<file path="src/rtl/panzoom_seq.sv">
// panzoom_seq: capture sequencer for a pan/zoom averaging datapath.
// One command runs up to three passes (mean/min/max); each is settled, armed, triggered and recorded.
module panzoom_seq #(
    parameter int MEMAW  = 10,
    parameter int SETTLE = 3
) (
    input  logic             clk,
    input  logic             reset_n,
    input  logic             cmd_valid,
    output logic             cmd_ready,
    input  logic [5:0]       cmd_navr,
    input  logic [31:0]      cmd_dt,
    input  logic [2:0]       cmd_opmask,
    input  logic [31:0]      cmd_timeout,
    input  logic             abort,
    output logic             pz_reset,
    output logic [5:0]       pz_navr,
    output logic [31:0]      pz_dt,
    output logic [2:0]       pz_opsel,
    input  logic             pz_gout,
    input  logic [MEMAW-1:0] pz_addrcnt,
    input  logic             pz_stopped,
    output logic             wr_en,
    output logic [MEMAW+1:0] wr_addr,
    output logic             busy,
    output logic             done,
    output logic [1:0]       err
);

    typedef enum logic [2:0] {
        S_IDLE,
        S_SETTLE,
        S_ARM,
        S_WAIT_TRIG,
        S_RUN,
        S_NEXT,
        S_FIN
    } state_e;

    localparam logic [1:0]  ERR_OK      = 2'b00;
    localparam logic [1:0]  ERR_TIMEOUT = 2'b01;
    localparam logic [1:0]  ERR_ABORT   = 2'b10;
    localparam logic [31:0] SETTLE_LAST = 32'(SETTLE - 1);

    state_e      state_q, state_d;
    logic [5:0]  navr_q, navr_d;
    logic [31:0] dt_q, dt_d;
    logic [2:0]  todo_q, todo_d;
    logic [31:0] timeout_q, timeout_d;
    logic [1:0]  pass_q, pass_d;
    logic [31:0] settle_cnt_q, settle_cnt_d;
    logic [31:0] wait_cnt_q, wait_cnt_d;
    logic [1:0]  err_q, err_d;

    always_ff @(posedge clk or negedge reset_n) begin
        if (!reset_n) begin
            state_q      <= S_IDLE;
            navr_q       <= '0;
            dt_q         <= '0;
            todo_q       <= '0;
            timeout_q    <= '0;
            pass_q       <= '0;
            settle_cnt_q <= '0;
            wait_cnt_q   <= '0;
            err_q        <= ERR_OK;
        end else begin
            state_q      <= state_d;
            navr_q       <= navr_d;
            dt_q         <= dt_d;
            todo_q       <= todo_d;
            timeout_q    <= timeout_d;
            pass_q       <= pass_d;
            settle_cnt_q <= settle_cnt_d;
            wait_cnt_q   <= wait_cnt_d;
            err_q        <= err_d;
        end
    end

    always_comb begin
        state_d      = state_q;
        navr_d       = navr_q;
        dt_d         = dt_q;
        todo_d       = todo_q;
        timeout_d    = timeout_q;
        pass_d       = pass_q;
        settle_cnt_d = settle_cnt_q;
        wait_cnt_d   = wait_cnt_q;
        err_d        = err_q;

        case (state_q)
            S_IDLE: begin
                if (cmd_valid) begin
                    navr_d    = cmd_navr;
                    dt_d      = cmd_dt;
                    todo_d    = cmd_opmask;
                    timeout_d = cmd_timeout;
                    pass_d    = '0;
                    err_d     = ERR_OK;
                    state_d   = S_NEXT;
                end
            end
            S_NEXT: begin
                // todo_q holds the passes not yet run; lowest bit goes first
                settle_cnt_d = '0;
                if (todo_q[0]) begin
                    pass_d    = 2'd0;
                    todo_d[0] = 1'b0;
                    state_d   = S_SETTLE;
                end else if (todo_q[1]) begin
                    pass_d    = 2'd1;
                    todo_d[1] = 1'b0;
                    state_d   = S_SETTLE;
                end else if (todo_q[2]) begin
                    pass_d    = 2'd2;
                    todo_d[2] = 1'b0;
                    state_d   = S_SETTLE;
                end else begin
                    state_d   = S_FIN;
                end
            end
            S_SETTLE: begin
                if (settle_cnt_q == SETTLE_LAST) begin
                    state_d = S_ARM;
                end else begin
                    settle_cnt_d = settle_cnt_q + 32'd1;
                end
            end
            S_ARM: begin
                wait_cnt_d = '0;
                state_d    = S_WAIT_TRIG;
            end
            S_WAIT_TRIG: begin
                if (!pz_stopped) begin
                    state_d = S_RUN;
                end else if ((timeout_q != '0) && (wait_cnt_q == timeout_q - 32'd1)) begin
                    err_d   = ERR_TIMEOUT;
                    state_d = S_FIN;
                end else begin
                    wait_cnt_d = wait_cnt_q + 32'd1;
                end
            end
            S_RUN: begin
                if (pz_stopped) begin
                    state_d = S_NEXT;
                end
            end
            S_FIN: begin
                state_d = S_IDLE;
            end
            default: begin
                state_d = S_IDLE;
            end
        endcase

        if (abort && (state_q != S_IDLE)) begin
            state_d = S_IDLE;
            err_d   = ERR_ABORT;
        end
    end

    always_comb begin
        cmd_ready = (state_q == S_IDLE);
        busy      = (state_q != S_IDLE);
        pz_reset  = (state_q == S_ARM);
        // the sample that arrives with the stop edge is still in RUN, so it is written
        wr_en     = (state_q == S_RUN) && pz_gout;
        done      = (state_q == S_FIN) && !abort;
    end

    assign wr_addr  = {pass_q, pz_addrcnt};
    assign pz_navr  = navr_q;
    assign pz_dt    = dt_q;
    assign pz_opsel = {1'b0, pass_q};
    assign err      = err_q;

endmodule

</file>
<file path="config.mk">
export PLATFORM = sky130hd
export DESIGN_NAME = panzoom_seq
export DESIGN_NICKNAME = d
export VERILOG_FILES = /design/src/rtl/panzoom_seq.sv
export SDC_FILE = /design/constraint.sdc
export NUM_CORES = 1
export LEC_CHECK = 0
export ABC_CLOCK_PERIOD_IN_PS = 6100
export BUFFER_PORTS_ARGS = -buffer_cell sky130_fd_sc_hd__buf_2
export CAP_MARGIN = 25
export CORE_MARGIN = 2
export CORE_UTILIZATION = 30
export DETAILED_ROUTE_END_ITERATION = 16
export PLACE_DENSITY_LB_ADDON = 0.15
export SLEW_MARGIN = 10
export SYNTH_ARGS = -nofsm -noshare
export SYNTH_HDL_FRONTEND = slang
export SYNTH_SLANG_ARGS = --single-unit
</file>
<file path="constraint.sdc">
create_clock -name clk -period 6.1 [get_ports clk]
set_clock_uncertainty 0.2 [all_clocks]
set_input_delay 1.22 -clock clk [delete_from_list [all_inputs] [get_ports clk]]
set_output_delay 1.22 -clock clk [all_outputs]
set_load 0.01 [all_outputs]
</file>
==> impl_results.md, run 1 <==
- Post-DP HPWL: 15280 um
- CTS tree: built
- FP Rows: 60
- Num CTS Buffers: 17
- VDD IR max: between 0.15 and 0.2 mV
- Post-synth top area cell: dfrtp_1
- Die Y-Extent: about 170 um
- Util after Layout: a little over a third
- Synth warn: 0
- Maxcap violations: 0
- Max clock buf depth: 2
- Grt ovf: 0
- Flops & latches, synth: about 140
- Crit path time final: approximately 4.2 ns
- Post_cts resized: 0
- Final WL: 22010 um
- CP required: approximately 6.3 ns
- Vias per cell: about 5
- Via count: between 7k and 8k
- Core area: around 27000 um2
- Initial Util: between 30% and 40%
- Antenna Nets Post-Route: 0
- Arr. time, crit path: around 4.4 ns
- # Post-CTS Setup Buffers: 0
- CTS Root Cell: clkbuf_16
- Crit path buf inv count: 1
- Setup Viol. Count Final: 0
- Power Dens Cells: around 430 nW/um2
- Vias in the first global route: a little under 7k
- Post-synthesis sequential area ratio: roughly 44%
- FF-to-FF End: wait_cnt_q[22]
- Outcome: finished clean
- RSZ-0062 raised after global routing: no
- Reg2reg path depth: 10
- Reg-to-reg setup timing slack: about 1.9 ns
- Layout cell share with drive strength beyond 1: roughly 17%
- Die W: 168.6 um
- Initial antenna violation count: 0
- Relative slew slack: approximately 40%
- Critical Path Start: timeout_q[3]
- R2R Path Start: timeout_q[3]
- Top cells by area in the synthesized netlist: dfrtp_1, nand2_1, xnor2_1, xor2_1, nor2_1
- CTS H-Tree Depth: 4
- Slowest cell on the critical path: and4bb_1
- Worst slew pin tran: roughly 0.90 ns
- Worst-path fanout max: 24
- Final Hold Vio Count: 0
- Number of remaining DRC errors: 0
- Drt wl/cell: roughly 15 um
- Fin Hold WS: approximately 0.27 ns
- CTS Hold Bufs: 0
- Max incr delay on CP: roughly 0.73 ns
- Syn_nets: approximately 1.1k
- Largest net degree at the start of global routing: 67
- Die area: ~28000 um2
- CTS sink cnt: 144
- Post-synth ARST share: between 90% and 100%
- EDFF count, synth: 0
- Worst-skew pair later-pin latency: 0.43 ns
- CP Launch Type: register
- Crit. End Element: register
- Gpl congestion: 0.8159
- Peak Freq: between 200 and 250 MHz
- Fin nets: ~1.2k
- Final Max Tran Viols: 0
- P_leak: approximately 4.4 nW
- Ports: between 100 and 150
- Top delay family on crit path: simple AND/OR/NAND/NOR gates
- Period utilization: 69.21%
- Crit Path Class: reg2reg
- Top_reg_cell synth: dfrtp_1
- Clk pin slew, worst setup/hold paths: 0.08 ns
- Post-synthesis cell count: about 970
- Drt pass-1 iters: 4
- DR iter-0 viols: roughly 330
- First-pass GRT wire length: 36870 um
- Number of cells on the critical path: 10
- Top-area cell type share of the netlist area: about 44%
- Worst Hold Class: reg2reg
- Mapped Area: 8124 um2
- CP Capture Point: wait_cnt_q[22]
- Gr usage total: between 10% and 20%
- # port buffers: around 130
- Final TNS setup: 0 ns
- Area grow syn2layout: 18.27%
- CP cell instances: nor4_4 > nand4_1 > o21a_1 > or4_1 > nand3_1 > and4_1 > and4bb_1 > buf_4 > o21ai_0 > a21oi_1
- Netlist cell types: 65
- Post-Syn Area per Cell: 8.341 um2
layout make-up:
type / instances / area [um2]
multi-input cells: 745 / 4140
clock buffers: 17 / 425.4
inverters: 22 / 82.58
flip-flops and latches: 144 / 3603
well taps: 341 / 426.7
repair buffers: 136 / 737.0
diodes: 1 / 2.502
clock inverters: 15 / 190.2
fillers: 2808 / 17190
tightest hold or removal path, cell delays in order (launching register included):
cell and delay, ns:
dfrtp_1 0.34, nand2_1 0.05, nand2_1 0.06
registers in the layout, indices dropped and copies added, names as in the netlist:
| name | cells |
|---|---|
| pz_dt | 32 |
| pass_q | 2 |
| state_q | 3 |
| settle_cnt_q | 32 |
| err | 2 |
| wait_cnt_q | 32 |
| pz_navr | 6 |
| timeout_q | 32 |
| todo_q | 3 |
per-stage QoR:
step	instances	setup WS [ns]	power, mW	instance area [um2]
final	1421	1.878	4.179	9608
after global routing	1420	1.558	4.541	9605
after CTS	1420	1.906	4.248	9605
after detailed placement	1388	1.927	3.137	8990
after global placement	1386	2.075	3.108	8947
after floorplan	974	2.595	2.612	8124
metal layers:
layer	wire length, um	vias to the layer above	track usage, %	share of wire [%]
met5	0	-	0	0
met4	138	0	3.786	0.63
met3	1022	10	3.858	4.6
met2	10060	120	25.00	46
met1	10800	3383	22.52	49
li1	-	3547	-	-
layout by cell type, fill, tap and decap left out, types with 3 or more instances in the layout:
cell type,netlist,layout
mux2i_1,4,4
nor2b_1,6,6
nor3_1,18,18
nand2b_1,4,4
and3_1,13,13
nand2_1,264,263
o21ai_0,31,31
ha_1,4,4
or3_1,15,15
nand4b_1,9,9
and4_1,9,9
o211ai_1,9,9
dfrtp_1,144,144
nand4_1,24,24
clkinv_8,0,7
or4b_2,3,3
o31ai_1,10,10
o21ai_1,3,3
a31oi_1,3,3
nand3_1,41,41
buf_4,13,7
and2_1,5,5
nor3b_1,6,6
inv_1,22,22
clkbuf_16,0,17
nand3b_1,3,3
nor4_1,25,25
clkinv_4,0,3
inv_8,0,3
nor2_1,72,71
or4_4,4,4
xnor2_1,36,36
a21oi_1,34,34
xor2_1,32,32
or4_1,21,21
buf_2,6,126
cell usage after synthesis, drive strengths merged, types with 5 or more instances:
cell type,instances
buf,22
o211ai,9
nor4,28
or3,16
and2,5
or4,25
nor2,72
nand2,264
nor2b,6
o31ai,10
nand4,24
nand4b,9
dfrtp,144
nor3,18
and3,13
xor2,32
and4,9
xnor2,37
inv,22
a21oi,34
nand3,41
nor3b,6
clkbuf,41
o21ai,34
report_power, final:
| group | internal [mW] | total, mW | switching (mW) |
|---|---|---|---|
| combinational | 0.611 | 1.48 | 0.872 |
| sequential | 1.24 | 1.62 | 0.372 |
| clock | 0.556 | 1.08 | 0.525 |
| total | 2.41 | 4.18 | 1.77 |
cell families after synthesis:
| group | count (synthesis) | share of synthesized area [%] |
|---|---|---|
| xor+xnor | 69 | 7.531 |
| buf+inv | 85 | 4.805 |
| simple gates | 553 | 33.45 |
| compound gates | 113 | 8.563 |
| other cells | 1 | 0.04616 |
| mux | 5 | 0.6315 |
| fa+ha+maj | 4 | 0.6161 |
| flops | 144 | 44.36 |
worst min-delay path by stage:
| stage | startpoint | to | slack (ns) | cells past startpoint |
|---|---|---|---|---|
| final | pz_dt[23] | pz_dt[23] | 0.27 | 2 |
| after global routing | pz_dt[4] | pz_dt[4] | 0.31 | 2 |
| after CTS | pz_dt[22] | pz_dt[22] | 0.28 | 2 |
| after detailed placement | pz_dt[22] | pz_dt[22] | 0.26 | 2 |
| after global placement | pz_dt[30] | pz_dt[30] | 0.26 | 2 |
| after floorplan | timeout_q[31] | timeout_q[31] | 0.28 | 2 |
Power figures use the tool's default switching activity.
==> run 2, diff against run 1 <==
--- a/config.mk
+++ b/config.mk
@@ -5,7 +5,7 @@
 export SDC_FILE = /design/constraint.sdc
 export NUM_CORES = 1
 export LEC_CHECK = 0
-export ABC_CLOCK_PERIOD_IN_PS = 6100
+export ABC_CLOCK_PERIOD_IN_PS = 4040
 export BUFFER_PORTS_ARGS = -buffer_cell sky130_fd_sc_hd__buf_2
 export CAP_MARGIN = 25
 export CORE_MARGIN = 2
==> constraint.sdc (replaced) <==
create_clock -name clk -period 4.04 [get_ports clk]
set_clock_uncertainty 0.2 [all_clocks]
set_input_delay 0.808 -clock clk [delete_from_list [all_inputs] [get_ports clk]]
set_output_delay 0.808 -clock clk [all_outputs]
set_load 0.01 [all_outputs]
==> impl_results.md, run 2 (synthesis gave the netlist of run 1 again) <==
- Clk pin slew, worst setup/hold paths: 0.07 ns (about the same)
- # Post-CTS Setup Buffers: 0 (unchanged)
- Slowest cell on the critical path: or4_4
- Outcome: finished clean
- Antenna Nets Post-Route: 0 (unchanged)
- Die W: 168.6 um (unchanged)
- Gpl congestion: 0.8510 (+4.3%)
- Core area: 26800 um2 (unchanged)
- Fin area: 9727 um2 (+1.2%)
- Gr usage total: 15.75% (-0.28 points)
- Via count: 7104 (+0.62%)
- CTS H-Tree Depth: 4 (unchanged)
- Area grow syn2layout: 19.73%
- Crit. End Element: register
- Post-DP HPWL: 15360 um (+0.52%)
- Reg-to-reg setup timing slack: 0.23 ns (-1.65 ns)
- Diodes inserted: 0 (-1)
- Most common cell after layout, fill and taps aside: nand2_1
- Number of remaining DRC errors: 0 (unchanged)
- Maxcap violations: 0 (unchanged)
- Die area: 28410 um2 (unchanged)
- Fin nets: 1174 (+1.3%)
- Vias per cell: 4.951 (-0.36%)
- FF-to-FF End: wait_cnt_q[18]
- Final Max Tran Viols: 0 (unchanged)
- Max clock buf depth: 2 (unchanged)
- Final TNS setup: 0 ns (unchanged)
- Fillers: 2807 (-0.036%)
- Setup Viol. Count Final: 0 (unchanged)
- Worst-path fanout max: 25 (+4.2%)
- Period utilization: 94.40% (+25 points)
- CP required: 4.19 ns (-2.06 ns)
- # port buffers: 127 (unchanged)
- Final WL: 21860 um (-0.69%)
- First-pass GRT wire length: 36300 um (-1.6%)
- Worst-skew pair later-pin latency: 0.43 ns (about the same)
- CP cell instances: or4_4 > or4_4 > or4_4 > xnor2_2 > nor2_1 > nand4_1 > and4bb_1 > buf_4 > or4_1 > a21oi_1
- FP Rows: 60 (unchanged)
- Critical Path Start: timeout_q[13]
- CP Capture Point: wait_cnt_q[18]
- Num CTS Buffers: 17 (unchanged)
- Relative slew slack: 39.61% (-0.32 points)
- Ports: 149 (unchanged)
- Most frequent cells in the layout: nand2_1, dfrtp_1, buf_2
- Drt pass-1 iters: 7 (+3)
- Largest net degree at the start of global routing: 84 (+25%)
- VDD IR max: 0.3093 mV (+77%)
- DR iter-0 viols: 334 (+2.8%)
- P_leak: 4.505 nW (+1.9%)
- R2R Path Start: timeout_q[13]
- CTS sink cnt: 144 (unchanged)
- Reg2reg path depth: 10 (unchanged)
- Max incr delay on CP: 0.56 ns (-0.17 ns)
- Top cell by count, worst path: or4_4
- Grt ovf: 0 (unchanged)
- Crit Path Class: reg2reg
- Layout cell share with drive strength beyond 1: 18.28% (+1.2 points)
- Worst slew pin tran: 0.8976 ns (-0.0001687 ns)
- CP Launch Type: register
- Post_cts resized: 0 (unchanged)
- Drt wl/cell: 15.23 um (-1.7%)
- Power Dens Cells: 660.0 nW/um2 (+52%)
- Peak Freq: 262.2 MHz (+11%)
- Final Hold Vio Count: 0 (unchanged)
- Vias in the first global route: 6957 (+0.94%)
- Post-DP Area: 9100 um2 (+1.2%)
- CTS Root Cell: clkbuf_16
- Die Y-Extent: 168.6 um (unchanged)
- Worst Hold Class: in2async
- Crit path time final: 3.814 ns (-0.4083 ns)
- Arr. time, crit path: 3.96 ns (-0.41 ns)
- RSZ-0062 raised after global routing: no
- CTS Hold Bufs: 0 (unchanged)
- Initial Util: 30.31% (unchanged)
- Initial antenna violation count: 1 (+1)
- CTS tree: built
## run 2: cell types whose count changed in the layout (fill, tap and decap cells not counted), moves of 2 or more
cell / change
buf_12: +2
buf_4: +15
bufinv_16: +2
clkinv_4: -3
clkinv_8: -6
inv_6: +5
## run 2: critical path: cells and delay by family, from the launching register on
family	cells	cell delay (ns)
simple gates	7	2.53
flops	1	0.44
buf+inv	1	0.28
compound gates	1	0.16
xor+xnor	1	0.13
## run 2: how the worst min path moves through the flow
| stage | to | startpoint | cells after the start | slack, ns |
|---|---|---|---|---|
| 3_3_place_gp | pz_dt[27] | pz_dt[27] | 2 | 0.25 |
| 2_1_floorplan | timeout_q[31] | timeout_q[31] | 2 | 0.28 |
| 4_1_cts | wait_cnt_q[21] | reset_n | 1 | 0.23 |
| 3_5_place_dp | pz_dt[23] | pz_dt[23] | 2 | 0.26 |
| 6_report | wait_cnt_q[28] | reset_n | 1 | 0.20 |
| 5_1_grt | wait_cnt_q[19] | reset_n | 1 | 0.26 |
## run 2: power by group
| part | internal, mW | leakage, nW | total (mW) | switching (mW) |
|---|---|---|---|---|
| clock network | 0.944 | 0.300 | 1.68 | 0.735 |
| registers | 1.88 | 1.88 | 2.38 | 0.505 |
| logic | 0.971 | 2.32 | 2.36 | 1.39 |
| total | 3.79 | 4.51 | 6.42 | 2.63 |
## run 2: area by class of cell
type / instances / area (um2) / area share (%)
repair buffers: 151 / 847.1 / 8.709
well taps: 341 / 426.7 / 4.386
multi-input cells: 745 / 4155 / 42.72
inverters: 22 / 82.58 / 0.8490
flip-flops and latches: 144 / 3603 / 37.05
clock buffers: 17 / 425.4 / 4.374
clock inverters: 15 / 186.4 / 1.917
## run 2: per-layer routing
metal | global-route usage, % | vias to the layer above | share of wire (%)
met5 | 0 | - | 0.059
li1 | - | 3578 | -
met4 | 4.160 | 2 | 1.1
met3 | 3.531 | 20 | 4.6
met1 | 22.02 | 3357 | 49
met2 | 24.69 | 147 | 46
## run 2: metrics by stage
stage / instances / power [mW] / worst slack, ns / util, % / hold slack, ns
detailed placement: 1403 / 4.782 / 0.2397 / 33.95 / 0.2563
finish: 1435 / 6.420 / 0.2264 / 36.29 / 0.1996
CTS: 1435 / 6.500 / 0.1662 / 36.24 / 0.2331
global route: 1435 / 6.935 / 0.006664 / 36.29 / 0.2645
floorplan: 974 / 3.944 / 0.5353 / - / 0.2826
global placement: 1403 / 4.761 / 0.3254 / 33.95 / 0.2536
